File: src/rtl/parking_gate_ctrl.sv
// Car-park entry gate sequencer: password check, wrong-attempt lockout,
// gate open/timeout handling and lot occupancy tracking against capacity.
module parking_gate_ctrl #(
    parameter int                     PW_WIDTH     = 4,
    parameter logic [PW_WIDTH-1:0]    PASSWORD     = 4'b0001,
    parameter int                     MAX_TRIES    = 3,
    parameter int                     LOCK_CYCLES  = 16,
    parameter int                     GATE_TIMEOUT = 32,
    parameter int                     CAPACITY     = 8
) (
    input  logic                clk,
    input  logic                rst_n,
    input  logic                front_sensor,
    input  logic                back_sensor,
    input  logic                exit_sensor,
    input  logic                pw_valid,
    input  logic [PW_WIDTH-1:0] pw,
    output logic                gate_open,
    output logic                green_led,
    output logic                red_led,
    output logic                alarm,
    output logic [3:0]          occupancy,
    output logic                full
);

    // One shared timer covers both the lockout and the open-gate timeout.
    localparam int TMAX = (LOCK_CYCLES > GATE_TIMEOUT) ? LOCK_CYCLES : GATE_TIMEOUT;
    localparam int TW   = (TMAX > 2) ? $clog2(TMAX) : 1;

    localparam logic [TW-1:0] LOCK_LAST = TW'(LOCK_CYCLES - 1);
    localparam logic [TW-1:0] GATE_LAST = TW'(GATE_TIMEOUT - 1);
    localparam logic [2:0]    TRIES_MAX = 3'(MAX_TRIES);
    localparam logic [3:0]    CAP       = 4'(CAPACITY);

    typedef enum logic [2:0] {
        ST_IDLE    = 3'd0,
        ST_WAIT_PW = 3'd1,
        ST_OPEN    = 3'd2,
        ST_PASSING = 3'd3,
        ST_LOCKOUT = 3'd4
    } state_t;

    state_t        state_r;
    state_t        state_nxt_s;
    logic [2:0]    tries_r;
    logic [2:0]    tries_nxt_s;
    logic [2:0]    tries_inc_s;
    logic [TW-1:0] timer_r;
    logic [TW-1:0] timer_nxt_s;
    logic [3:0]    occupancy_r;
    logic [3:0]    occupancy_nxt_s;
    logic          full_s;
    logic          pw_match_s;
    logic          wrong_nxt_s;
    logic          blocked_nxt_s;
    logic          car_in_s;
    logic          gate_r;
    logic          green_r;
    logic          red_r;
    logic          alarm_r;

    assign full_s      = (occupancy_r == CAP);
    assign pw_match_s  = (pw == PASSWORD);
    assign tries_inc_s = tries_r + 3'd1;

    // Next-state, counter updates and red-LED causes for the gate FSM.
    always_comb begin
        state_nxt_s   = state_r;
        tries_nxt_s   = tries_r;
        timer_nxt_s   = timer_r;
        wrong_nxt_s   = 1'b0;
        blocked_nxt_s = 1'b0;
        car_in_s      = 1'b0;
        case (state_r)
            ST_IDLE: begin
                if (front_sensor && !full_s) begin
                    state_nxt_s = ST_WAIT_PW;
                    tries_nxt_s = 3'd0;
                    timer_nxt_s = '0;
                end else if (front_sensor) begin
                    blocked_nxt_s = 1'b1;
                end else begin
                    state_nxt_s = ST_IDLE;
                end
            end
            ST_WAIT_PW: begin
                // A departing car abandons any password strobed in the same cycle.
                if (!front_sensor) begin
                    state_nxt_s = ST_IDLE;
                    tries_nxt_s = 3'd0;
                end else if (pw_valid && pw_match_s) begin
                    state_nxt_s = ST_OPEN;
                    tries_nxt_s = 3'd0;
                    timer_nxt_s = '0;
                end else if (pw_valid) begin
                    wrong_nxt_s = 1'b1;
                    tries_nxt_s = tries_inc_s;
                    if (tries_inc_s == TRIES_MAX) begin
                        state_nxt_s = ST_LOCKOUT;
                        timer_nxt_s = '0;
                    end else begin
                        state_nxt_s = ST_WAIT_PW;
                    end
                end else begin
                    state_nxt_s = ST_WAIT_PW;
                end
            end
            ST_OPEN: begin
                if (back_sensor) begin
                    state_nxt_s = ST_PASSING;
                end else if (timer_r == GATE_LAST) begin
                    state_nxt_s = ST_IDLE;
                    timer_nxt_s = '0;
                end else begin
                    timer_nxt_s = timer_r + TW'(1);
                end
            end
            ST_PASSING: begin
                if (!back_sensor) begin
                    state_nxt_s = ST_IDLE;
                    car_in_s    = 1'b1;
                end else begin
                    state_nxt_s = ST_PASSING;
                end
            end
            ST_LOCKOUT: begin
                if (timer_r == LOCK_LAST) begin
                    state_nxt_s = ST_IDLE;
                    tries_nxt_s = 3'd0;
                    timer_nxt_s = '0;
                end else begin
                    timer_nxt_s = timer_r + TW'(1);
                end
            end
            default: begin
                state_nxt_s = ST_IDLE;
                tries_nxt_s = 3'd0;
                timer_nxt_s = '0;
            end
        endcase
    end

    // Occupancy: saturating entry/exit count; simultaneous events cancel.
    always_comb begin
        occupancy_nxt_s = occupancy_r;
        if (car_in_s && !exit_sensor) begin
            occupancy_nxt_s = (occupancy_r == CAP) ? occupancy_r : occupancy_r + 4'd1;
        end else if (exit_sensor && !car_in_s) begin
            occupancy_nxt_s = (occupancy_r == 4'd0) ? occupancy_r : occupancy_r - 4'd1;
        end else begin
            occupancy_nxt_s = occupancy_r;
        end
    end

    // State, counters and the registered actuator/LED drives.
    always_ff @(posedge clk or negedge rst_n) begin
        if (!rst_n) begin
            state_r     <= ST_IDLE;
            tries_r     <= 3'd0;
            timer_r     <= '0;
            occupancy_r <= 4'd0;
            gate_r      <= 1'b0;
            green_r     <= 1'b0;
            red_r       <= 1'b0;
            alarm_r     <= 1'b0;
        end else begin
            state_r     <= state_nxt_s;
            tries_r     <= tries_nxt_s;
            timer_r     <= timer_nxt_s;
            occupancy_r <= occupancy_nxt_s;
            gate_r      <= (state_nxt_s == ST_OPEN) || (state_nxt_s == ST_PASSING);
            green_r     <= (state_nxt_s == ST_OPEN) || (state_nxt_s == ST_PASSING);
            red_r       <= wrong_nxt_s || blocked_nxt_s;
            alarm_r     <= (state_nxt_s == ST_LOCKOUT);
        end
    end

    assign gate_open = gate_r;
    assign green_led = green_r;
    assign red_led   = red_r;
    assign alarm     = alarm_r;
    assign occupancy = occupancy_r;
    assign full      = full_s;

endmodule

File: config.mk
export PLATFORM = sky130hd
export DESIGN_NAME = parking_gate_ctrl
export DESIGN_NICKNAME = d
export VERILOG_FILES = /design/src/rtl/parking_gate_ctrl.sv
export SDC_FILE = /design/constraint.sdc
export NUM_CORES = 1
export LEC_CHECK = 0
export BUFFER_PORTS_ARGS = -buffer_cell sky130_fd_sc_hd__buf_4
export CAP_MARGIN = 5
export CORE_MARGIN = 1
export CORE_UTILIZATION = 55
export CTS_CLUSTER_DIAMETER = 40
export DETAILED_ROUTE_END_ITERATION = 7
export PLACE_DENSITY = 0.78
export SLEW_MARGIN = 10
export SYNTH_ARGS = -nofsm -noshare
export SYNTH_HDL_FRONTEND = slang
export SYNTH_SLANG_ARGS = --single-unit
File: constraint.sdc
create_clock -name clk -period 3.5 [get_ports clk]
set_input_delay 0.7 -clock clk [delete_from_list [all_inputs] [get_ports clk]]
set_output_delay 0.7 -clock clk [all_outputs]
set_load 0.02 [all_outputs]
# [Word-level counts from Yosys, hierarchy flattened]
# Index checks and enable logic that the tools add are counted.
[totals] regBits=18 output_inout_bits=9 wordCells=89 input_bits=10
[op_classes] bitwise_logic=2 n_mux=39 reduce_logical=16 add_sub_neg=4 n_eq_ne=21
[ops] cell="3-bit two-way mux" n=14
[ops] cell="5-bit two-way mux" n=8
[ops] cell="5-bit one-hot mux with 5 select lines" n=1
[ops] cell="4-bit two-way mux" n=4
[ops] cell="3-bit by 2-bit == test with 1-bit output, second input constant" n=5
[ops] cell="3-bit one-hot mux with 5 select lines" n=1
[ops] cell="2-bit != test, second input constant" n=6
[ops] cell="3-bit one-hot mux with 4 select lines" n=1
[ops] cell="1-bit two-way mux" n=9
[ops] cell="3-bit == test, second input constant" n=2
[ops] cell="3-bit != test, second input constant" n=2
[ops] cell="6-bit AND reduction" n=1
[ops] cell="5-bit by 1-bit adder with 5-bit output, second input constant" n=1
[ops] cell="5-bit by 4-bit == test with 1-bit output, second input constant" n=1
[ops] cell="5-bit == test, second input constant" n=1
[ops] cell="4-bit by 1-bit adder with 4-bit output, second input constant" n=1
[ops] cell="4-bit by 1-bit == test with 1-bit output, second input constant" n=1
[ops] cell="4-bit == test, second input constant" n=1
[ops] cell="1-bit logical AND" n=4
[ops] cell="4-bit logical NOT" n=1
[ops] cell="4-bit != test, second input constant" n=1
[ops] cell="4-bit AND reduction" n=1
[ops] cell="4-bit by 1-bit subtractor with 4-bit output, second input constant" n=1
[ops] cell="3-bit by 1-bit adder with 3-bit output, second input constant" n=1
[ops] cell="9 further kinds" n=13

# [Logic depth before layout (Yosys ltp)]
# Gate-level depths: netlist of run 1.
[depth] ltp_word=9 mapped_depth=10

# [Worst setup path after synthesis of run 1]
# Ideal clock, no wire load.
[synth_timing] path_type="reg-to-reg" from="register state_r[1]" to="register occupancy_r[3] (netlist: occupancy[3])" setup_slack_ns=1.074 required_ns=3.384 t_arrival_ns=2.310 stages_incl_launch_ff=11 setup_time_ns=0.116 n_path_buf=1 period_less_slack_ns=2.426 path_cell_list="dfrtp_1 > clkbuf_1 > inv_1 > nor3_1 > ha_1 > inv_1 > ha_1 > a21o_2 > a21o_1 > or4_1 > o311ai_0"
[synth_between] elab_chain_cells=6
[synth_rtl] item="from (decl)" line_no="43" source="state_t state_r;"
[synth_rtl] item="from (signal assigned)" line_no="167" source="state_r <= state_nxt_s;"
[synth_rtl] item="3-bit by 2-bit == test with 1-bit output *" line_no="74" source="case (state_r)"
[synth_rtl] item="1-bit two-way mux *" line_no="74"
[synth_rtl] item="1-bit logical NOT" line_no="148" source="end else if (exit_sensor && !car_in_s) begin"
[synth_rtl] item="1-bit logical AND" line_no="148"
[synth_rtl] item="2-bit nonzero test (no line)"
[synth_rtl] item="3-bit AND reduction (no line)"
[synth_rtl] item="to (signal assigned)" line_no="170" source="occupancy_r <= occupancy_nxt_s;"
[synth_rtl] item="to (decl)" line_no="50" source="logic [3:0] occupancy_r;"
# Every way passes the cells marked *; elsewhere a longest branch is shown, timed or not.
# A chain may end at the register's enable or synchronous reset.

# [Final worst setup path of run 1]
[layout_timing] from="register state_r[0]" to="register occupancy_r[3] (netlist: occupancy[3])"
# Same word-level chain as after synthesis.

==> results of run 1 <==
==> cells by family (layout without fill, tap and decap cells) <==
| group | after synthesis | in the layout |
|---|---|---|
| buf+inv | 13 | 30 |
| xor+xnor | 4 | 4 |
| flops | 18 | 18 |
| compound gates | 30 | 30 |
| fa+ha+maj | 10 | 10 |
| mux | 5 | 5 |
| simple gates | 44 | 44 |
==> worst max-delay path, stage by stage, from the launching register on <==
cell	delay (ns)
dfrtp_1	0.61
nand2b_1	0.12
nor3_1	0.19
ha_1	0.28
inv_1	0.12
ha_1	0.28
a21o_2	0.23
a21o_1	0.19
or4_1	0.39
o311ai_0	0.09
==> synthesized netlist by cell type, types with 2 or more instances <==
| cell type | n |
|---|---|
| a211oi_1 | 2 |
| a21oi_1 | 6 |
| and3_1 | 2 |
| clkbuf_1 | 2 |
| dfrtp_1 | 18 |
| ha_1 | 9 |
| inv_1 | 9 |
| mux2_4 | 3 |
| nand2_1 | 11 |
| nand2b_1 | 4 |
| nand3_1 | 2 |
| nand3b_1 | 2 |
| nor2_1 | 3 |
| nor2b_1 | 5 |
| nor3_1 | 2 |
| nor3b_1 | 3 |
| nor4b_1 | 3 |
| o211ai_1 | 2 |
| o21ai_0 | 4 |
| o21bai_1 | 4 |
| o2bb2ai_1 | 2 |
| xnor2_1 | 4 |
==> where the power goes <==
| part | switching (mW) | internal [mW] |
|---|---|---|
| sequential | 0.0578 | 0.241 |
| combinational | 0.155 | 0.156 |
| clock | 0.0616 | 0.0400 |
| total | 0.274 | 0.437 |
==> stage by stage <==
step	power [mW]	cells	cell area, um2	utilization [%]
5_1_grt	0.761	168	1400	69.1
4_1_cts	0.716	168	1400	69.1
6_report	0.712	168	1400	69.1
3_3_place_gp	0.602	165	1370	67.9
2_1_floorplan	0.510	124	1220	-
3_5_place_dp	0.614	165	1370	67.9
==> per-layer routing <==
metal	wire [um]	part of all wire, %
met1	1160	48
met2	1130	46
met3	126	5.2
met4	24	0.99
met5	0	0
==> state kept, by name, indices dropped and copies added, names as in the netlist <==
| signal | cells |
|---|---|
| red_led | 1 |
| timer_r | 5 |
| state_r | 3 |
| alarm | 1 |
| occupancy | 4 |
| tries_r | 3 |
| green_led | 1 |
==> worst max-delay path by stage <==
stage / depth (start not counted) / slack, ns / startpoint / end
after floorplan: 10 / 1.07 / state_r[1] / occupancy[3]
after global placement: 9 / 0.83 / back_sensor / occupancy[3]
after detailed placement: 9 / 0.77 / back_sensor / occupancy[3]
after CTS: 9 / 0.91 / state_r[0] / occupancy[3]
after global routing: 9 / 0.64 / state_r[0] / occupancy[3]
final: 9 / 0.90 / state_r[0] / occupancy[3]
==> placed cells by master (no fill, tap or decap), types with 3 or more instances in the layout <==
cell | netlist | routed
nor2b_1 | 5 | 5
ha_1 | 9 | 9
nand2_1 | 11 | 11
nor3b_1 | 3 | 3
o21bai_1 | 4 | 4
inv_1 | 9 | 9
xnor2_1 | 4 | 4
mux2_4 | 3 | 3
dfrtp_1 | 18 | 18
nand2b_1 | 4 | 4
buf_4 | 1 | 18
clkbuf_4 | 0 | 3
a21oi_1 | 6 | 6
o21ai_0 | 4 | 4
nor4b_1 | 3 | 3
nor2_1 | 3 | 3
==> layout make-up <==
type,instances,area [um2]
Fill cell,147,626
Sequential cell,18,450
Clock buffer,3,22.5
Tap cell,27,33.8
Multi-Input combinational cell,93,721
Inverter,9,33.8
Timing Repair Buffer,18,135
==> impl_metrics.tcl, run 1 <==
set metrics [dict create \
    synth-simple-area-share_pct 21.6 \
    ys_seq_elements 18 \
    clock-sinks 18 \
    yosys.area_share.adder_pct 10.8 \
    clkTransAtPathRegs_ns 0.10 \
    crit_fanout 14 \
    start_kind "flop" \
    drt_wl_total_um 2440 \
    drive_gt1_share_pct 21.3 \
    finalSetupTns_ns 0 \
    crit_required_ns 3.69 \
    peakVddDrop_mv 0.491 \
    die_w_um 49.2 \
    cts_tree "done" \
    crit_type "reg -> reg" \
    power.density_mw_per_mm2 510 \
    grt_use_met3_pct 5.30 \
    synth_compound_gate_area_share_pct 18.2 \
    vias 978 \
    synth_top_family_by_area "simple AND/OR/NAND/NOR gates" \
    r2r_end "occupancy[3]" \
    die_height_um 49.2 \
    synthMuxAreaShare_pct 5.41 \
    io_pins 19 \
    fin_ws_ns 0.901 \
    finClkSkew_ns 0.00645 \
    reg2reg_slack_ns 0.90 \
    via_per_inst 5.82 \
    setup_viol 0 \
    worst_pin_slew_ns 0.959 \
    busiest_layer "met2" \
    rsz0062_at_grt "no" \
    cts_setup_buffers 0 \
    grtUsageTotal_pct 23.3 \
    synth_flop_cell "dfrtp_1" \
    initial_core_util_pct 60.6 \
    num_antenna_cells 0 \
    crit-reg2reg-launch "state_r[0]" \
    grt_pass1_vias 936 \
    syn2layout_area_growth_pct 14.0 \
    synth_cell_types 44 \
    antenna_found_initial 0 \
    wl_per_cell_um 14.5 \
    whs_ns 0.259 \
    dr.pass1.iters 4 \
    slew_headroom_pct 35.2 \
    syn_avg_cell_area_um2 9.88 \
    ys_warn_count 0 \
    ctsRootBufferMaster "clkbuf_4" \
    htreeDepth 1 \
    portBuffers 18 \
    drv_cap 0 \
    clock_latency_ns 0.29 \
    dpl_worst_slack_ns 0.770 \
    grt_overflow 0 \
    fin_nets 163 \
    synthArstFlopShare_pct 100 \
    arrival_ns 2.79 \
    synth_xor_area_share_pct 2.86 \
    met1_usage_pct 31.0 \
    status "finished clean" \
    hold_path_class "in -> async" \
    fin_crit_ns 2.60 \
    synthCells 124 \
    drv_slew 0 \
    end_kind "flop" \
    place_hpwl_um 1840 \
    met2_usage_pct 36.1 \
    synth_nets 144 \
    die_area_mm2 0.00242 \
    synth_area_leaders "dfrtp_1 (37%), ha_1 (9.2%), mux2_4 (3.7%)" \
    seq_area_frac_synth_pct 36.8 \
    synth_top_area_share_pct 36.8 \
    rows 16 \
    ctsHoldBuffers 0 \
    synth_edf_count 0 \
    p_leak_nw 0.641 \
    grt_pass1_wl_um 4210 \
    max_freq_mhz 385 \
    cts_buffer_depth 2 \
    synth_top_cell_by_area "dfrtp_1" \
    ant_nets 0 \
    hold_violations 0 \
    cts_resized 0 \
    syn_area_mm2 0.00122 \
    reg2reg_depth 9 \
    grt_max_degree 19 \
    min_period_over_period_pct 74.2 \
    core_area_mm2 0.00202 \
    route.detailed.drc 0 \
    place.gp.congestion 0.861 \
    cts_inserted_buffers 3 \
    first_iter_violations 33 \
]
Note: power is estimated with default switching activity, not from simulation.
==> run 2: changes to the inputs <==
==> constraint.sdc (replaced) <==
create_clock -name clk -period 2.5 [get_ports clk]
set_input_delay 0.5 -clock clk [delete_from_list [all_inputs] [get_ports clk]]
set_output_delay 0.5 -clock clk [all_outputs]
set_load 0.02 [all_outputs]
==> impl_metrics.tcl, run 2 (synthesized netlist as in run 1, its figures left out) <==
set metrics [dict create \
    status "finished clean" \
    via_per_inst 5.88 \
    finalPower_mw 1.05 \
    die_area_mm2 0.00242 \
    min_period_over_period_pct 91.4 \
    vias 1029 \
    grt_pass1_vias 943 \
    slew_headroom_pct 69.2 \
    initial_core_util_pct 60.6 \
    portBuffers 18 \
    clock_latency_ns 0.29 \
    cts_setup_buffers 0 \
    grt_pass1_wl_um 4090 \
    ctsRootBufferMaster "clkbuf_4" \
    clock-sinks 18 \
    crit_type "reg -> reg" \
    finalSetupTns_ns 0 \
    antenna_found_initial 0 \
    setup_viol 0 \
    grt_overflow 0 \
    met1_usage_pct 27.3 \
    route.detailed.drc 0 \
    largest_register_ffs 5 \
    cts_buffer_depth 2 \
    place_hpwl_um 1850 \
    peakVddDrop_mv 0.547 \
    ctsHoldBuffers 0 \
    drive_gt1_share_pct 25.7 \
    ant_nets 0 \
    dr.pass1.iters 4 \
    die_height_um 49.2 \
    p_leak_nw 0.680 \
    hold_violations 0 \
    max_freq_mhz 438 \
    die_w_um 49.2 \
    drv_slew 0 \
    power.density_mw_per_mm2 716 \
    busiest_layer "met2" \
    layout_commonest_cell "buf_4" \
    num_antenna_cells 0 \
    htreeDepth 1 \
    reg2reg_slack_ns 0.22 \
    drt_wl_total_um 2410 \
    arrival_ns 2.45 \
    core_area_mm2 0.00202 \
    met2_usage_pct 37.7 \
    drv_cap 0 \
    regMostFlops "timer_r" \
    syn2layout_area_growth_pct 19.2 \
    grt_use_met3_pct 5.30 \
    layout_common_cells "buf_4 (24), dfrtp_1 (18), nand2_1 (11), inv_1 (9), ha_1 (9)" \
    rsz0062_at_grt "no" \
    end_kind "flop" \
    first_iter_violations 23 \
    finClkSkew_ns 0.00347 \
    io_pins 19 \
    place.gp.congestion 0.877 \
    crit_required_ns 2.67 \
    cts_inserted_buffers 3 \
    rows 16 \
    cts_resized 0 \
    nFillCells 160 \
    fin_nets 169 \
    worst_pin_slew_ns 0.459 \
    fin_crit_ns 2.28 \
    cts_tree "done" \
    crit_fanout 3 \
    clkTransAtPathRegs_ns 0.10 \
    grt_max_degree 19 \
    hold_path_class "in -> async" \
    wl_per_cell_um 13.8 \
    start_kind "flop" \
    grtUsageTotal_pct 22.2 \
]
[run 2: cell types whose count changed in the layout (fill, tap and decap cells not counted)]
cell      previous run  this run
buf_4               18        24
clkbuf_8             0         1
nor3_1               2         1
nor3_2               0         1
[run 2: cell type report]
| type | count | area, um2 | area share [%] |
|---|---|---|---|
| flip-flops and latches | 18 | 450 | 30.8 |
| repair buffers | 24 | 180 | 12.3 |
| multi-input cells | 93 | 726 | 49.7 |
| well taps | 27 | 33.8 | 2.31 |
| inverters | 9 | 33.8 | 2.31 |
| clock buffers | 4 | 36.3 | 2.49 |
[run 2: final timing paths]
check | startpoint | end | cells after the start
max | state_r[2] | occupancy[3] | 9
min | rst_n | red_led | 1
max reg2reg | state_r[2] | occupancy[3] | 9
min reg2reg | tries_r[0] | tries_r[0] | 1
max in group asynchronous | rst_n | timer_r[2] | 1
min in group clk | back_sensor | state_r[0] | 3
[run 2: power breakdown]
| part | internal [mW] | switching, mW | total [mW] | leakage [nW] |
|---|---|---|---|---|
| registers | 0.338 | 0.0722 | 0.410 | 0.239 |
| logic | 0.228 | 0.233 | 0.461 | 0.420 |
| clock network | 0.0886 | 0.0870 | 0.176 | 0.0210 |
| total | 0.654 | 0.392 | 1.05 | 0.680 |
[run 2: layer usage]
layer / share of wire [%] / vias to the layer above / wire (um)
met5: 0 / - / 0
met4: 0.54 / 0 / 13
met3: 4.9 / 2 / 119
met2: 48 / 31 / 1160
met1: 46 / 498 / 1120
li1: - / 498 / -
[run 2: critical path, cell delays in order, from the launching register on]
cell      delay [ns]
dfrtp_1         0.39
nand2b_1        0.17
nor3_2          0.15
ha_1            0.20
inv_1           0.08
ha_1            0.28
a21o_2          0.23
a21o_1          0.18
or4_1           0.38
o311ai_0        0.11
[run 2: per-stage QoR]
step / instance area, um2 / cells / setup WS [ns] / hold slack (ns) / util [%]
6_report: 1460 / 175 / 0.215 / 0.0616 / 72.2
5_1_grt: 1460 / 175 / 0.0465 / 0.0516 / 72.2
4_1_cts: 1460 / 175 / 0.152 / 0.0592 / 72.0
3_5_place_dp: 1420 / 171 / 0.0402 / 0.382 / 70.2
3_3_place_gp: 1420 / 171 / 0.150 / 0.381 / 70.2
2_1_floorplan: 1220 / 124 / 0.0742 / 0.204 / -
==> run 3: changes to the inputs <==
--- a/config.mk
+++ b/config.mk
@@ -5,6 +5,7 @@
 export SDC_FILE = /design/constraint.sdc
 export NUM_CORES = 1
 export LEC_CHECK = 0
+export ABC_AREA = 1
 export BUFFER_PORTS_ARGS = -buffer_cell sky130_fd_sc_hd__buf_4
 export CAP_MARGIN = 5
 export CORE_MARGIN = 1
==> impl_metrics.tcl, run 3 <==
set metrics [dict create \
    layout_common_cells "nand2_1 (50), inv_1 (21), dfrtp_1 (18), buf_4 (18), nor2_1 (14)" \
    syn2layout_area_growth_pct 15.4 \
    fin_ws_ns 0.492 \
    netlist_top_cells_count "nand2_1 (50), inv_1 (21), dfrtp_1 (18)" \
    seq_area_frac_synth_pct 37.7 \
    crit_fanout 5 \
    crit_required_ns 2.69 \
    ctsHoldBuffers 0 \
    syn_area_mm2 0.00119 \
    layout_commonest_cell "nand2_1" \
    status "finished clean" \
    cts_inserted_buffers 3 \
    synthArstFlopShare_pct 100 \
    grtUsageTotal_pct 22.9 \
    dp.cells 204 \
    ys_seq_elements 18 \
    fin_crit_ns 2.01 \
    fin_nets 202 \
    initial_core_util_pct 59.6 \
    drv_slew 0 \
    htreeDepth 1 \
    place_area_mm2 0.00136 \
    p_sw_mw 0.607 \
    place.gp.congestion 0.864 \
    cts_tree "done" \
    comb_power_share_pct 53.4 \
    stdcell_count 207 \
    io_pins 19 \
    route.detailed.drc 0 \
    crit_path_top_delay_cell "dfrtp_1" \
    nFillCells 194 \
    ys_warn_count 0 \
    peakVddDrop_mv 0.646 \
    dpl_worst_slack_ns 0.452 \
    via_per_inst 5.18 \
    end_kind "flop" \
    drive_gt1_share_pct 16.1 \
    first_iter_violations 24 \
    grt_max_degree 19 \
    reg2reg_depth 12 \
    wl_per_cell_um 11.8 \
    p_leak_nw 0.747 \
    ant_nets 0 \
    clkPwrFrac_pct 11.4 \
    path_common_cell "nor2_1" \
    die_area_mm2 0.00236 \
    die_height_um 48.6 \
    cts_buffer_depth 2 \
    final_area_mm2 0.00138 \
    largest_register_ffs 5 \
    rsz0062_at_grt "no" \
    power.density_mw_per_mm2 931 \
    path_depth 12 \
    dr.pass1.iters 4 \
    grt_pass1_wl_um 4220 \
    grt_pass1_vias 1013 \
    syn_avg_cell_area_um2 7.46 \
    drv_cap 0 \
    cts_setup_buffers 0 \
    synth_area_leaders "dfrtp_1 (38%), nand2_1 (16%), ha_1 (9.4%)" \
    synthCells 160 \
    clock_latency_ns 0.29 \
    ctsRootBufferMaster "clkbuf_4" \
    switching_share_pct 47.4 \
    hold_path_class "in -> async" \
    critical_path.cell_chain "inv_1, nand2_2, nor3_1, ha_1, inv_1, ha_1, nand2_1, nor2_1, nor2_1, nor2_1, o21bai_1, nand2_1" \
    slew_headroom_pct 70.2 \
    finalSetupTns_ns 0 \
    clkTransAtPathRegs_ns 0.11 \
    synth_cell_types 23 \
    met2_usage_pct 39.2 \
    portBuffers 18 \
    whs_ns 0.0513 \
    synth_top_area_share_pct 37.7 \
    clock-sinks 18 \
    synth.most_common_cell "nand2_1" \
    place_hpwl_um 1940 \
    die_w_um 48.6 \
    core_area_mm2 0.00200 \
    start_kind "flop" \
    synth_edf_count 0 \
    grt_use_met3_pct 3.14 \
    num_antenna_cells 0 \
    synth_flop_cell "dfrtp_1" \
    regMostFlops "timer_r" \
    rows 16 \
    drt_wl_total_um 2440 \
    busiest_layer "met2" \
    antenna_found_initial 0 \
    met1_usage_pct 30.0 \
    p_int_mw 0.675 \
    cts_resized 0 \
    grt_overflow 0 \
    hold_violations 0 \
    vias 1072 \
    finClkSkew_ns 0.00668 \
    setup_viol 0 \
    synth_top_cell_by_area "dfrtp_1" \
    cpPeakStageDelay_ns 0.42 \
    crit_type "reg -> reg" \
    min_period_over_period_pct 80.3 \
    p_seq_share_pct 35.1 \
    cp_top_family "simple AND/OR/NAND/NOR gates" \
    arrival_ns 2.20 \
    crit_buf_inv 2 \
    max_freq_mhz 498 \
    synth_nets 180 \
    worst_pin_slew_ns 0.446 \
]
run 3: area by class of cell:
type	count	area (um2)	share of cell area, %
clock buffers	3	22.5	1.63
inverters	23	86.3	6.27
multi-input cells	118	649	47.1
flip-flops and latches	18	450	32.7
well taps	27	33.8	2.45
repair buffers	18	135	9.81
run 3: power by group through the flow:
stage | sequential (mW) | clock [mW] | combinational (mW)
after floorplan | 0.490 | 0 | 0.439
after global placement | 0.451 | 0 | 0.653
after detailed placement | 0.456 | 0 | 0.681
after CTS | 0.450 | 0.149 | 0.684
after global routing | 0.464 | 0.160 | 0.757
final | 0.450 | 0.147 | 0.685
run 3: layer usage:
layer | share of wire, % | up-vias | routed length [um]
met2 | 49 | 24 | 1190
met1 | 47 | 497 | 1140
li1 | - | 547 | -
met3 | 3.5 | 4 | 85
met5 | 0 | - | 0
met4 | 1.0 | 0 | 25
run 3: worst paths after layout:
kind                       startpoint           end  slack, ns
setup / recovery           state_r[2]  occupancy[3]       0.49
hold / removal                  rst_n  occupancy[2]       0.05
setup reg to reg           state_r[2]  occupancy[3]       0.49
hold reg to reg            tries_r[2]    tries_r[2]       0.51
max in group asynchronous       rst_n    timer_r[1]       2.25
min in group clk             pw_valid    state_r[0]       0.50
run 3: kinds of logic (layout without fill, tap and decap cells):
family                     Yosys count  count (layout)  share of synthesized area (%)
and+or+nand+nor                     89              89                           32.8
buffers and inverters               24              44                           7.86
DFF                                 18              18                           37.7
AOI/OAI and AO/OA                   15              15                           7.55
adders and majority gates           10              10                           11.1
xor gates and xnor gates             4               4                           2.94
run 3: metrics by stage:
stage,power (mW),utilization (%)
finish,1.28,68.8
global route,1.38,68.8
CTS,1.28,68.8
detailed placement,1.14,67.7
global placement,1.10,67.7
floorplan,0.928,-
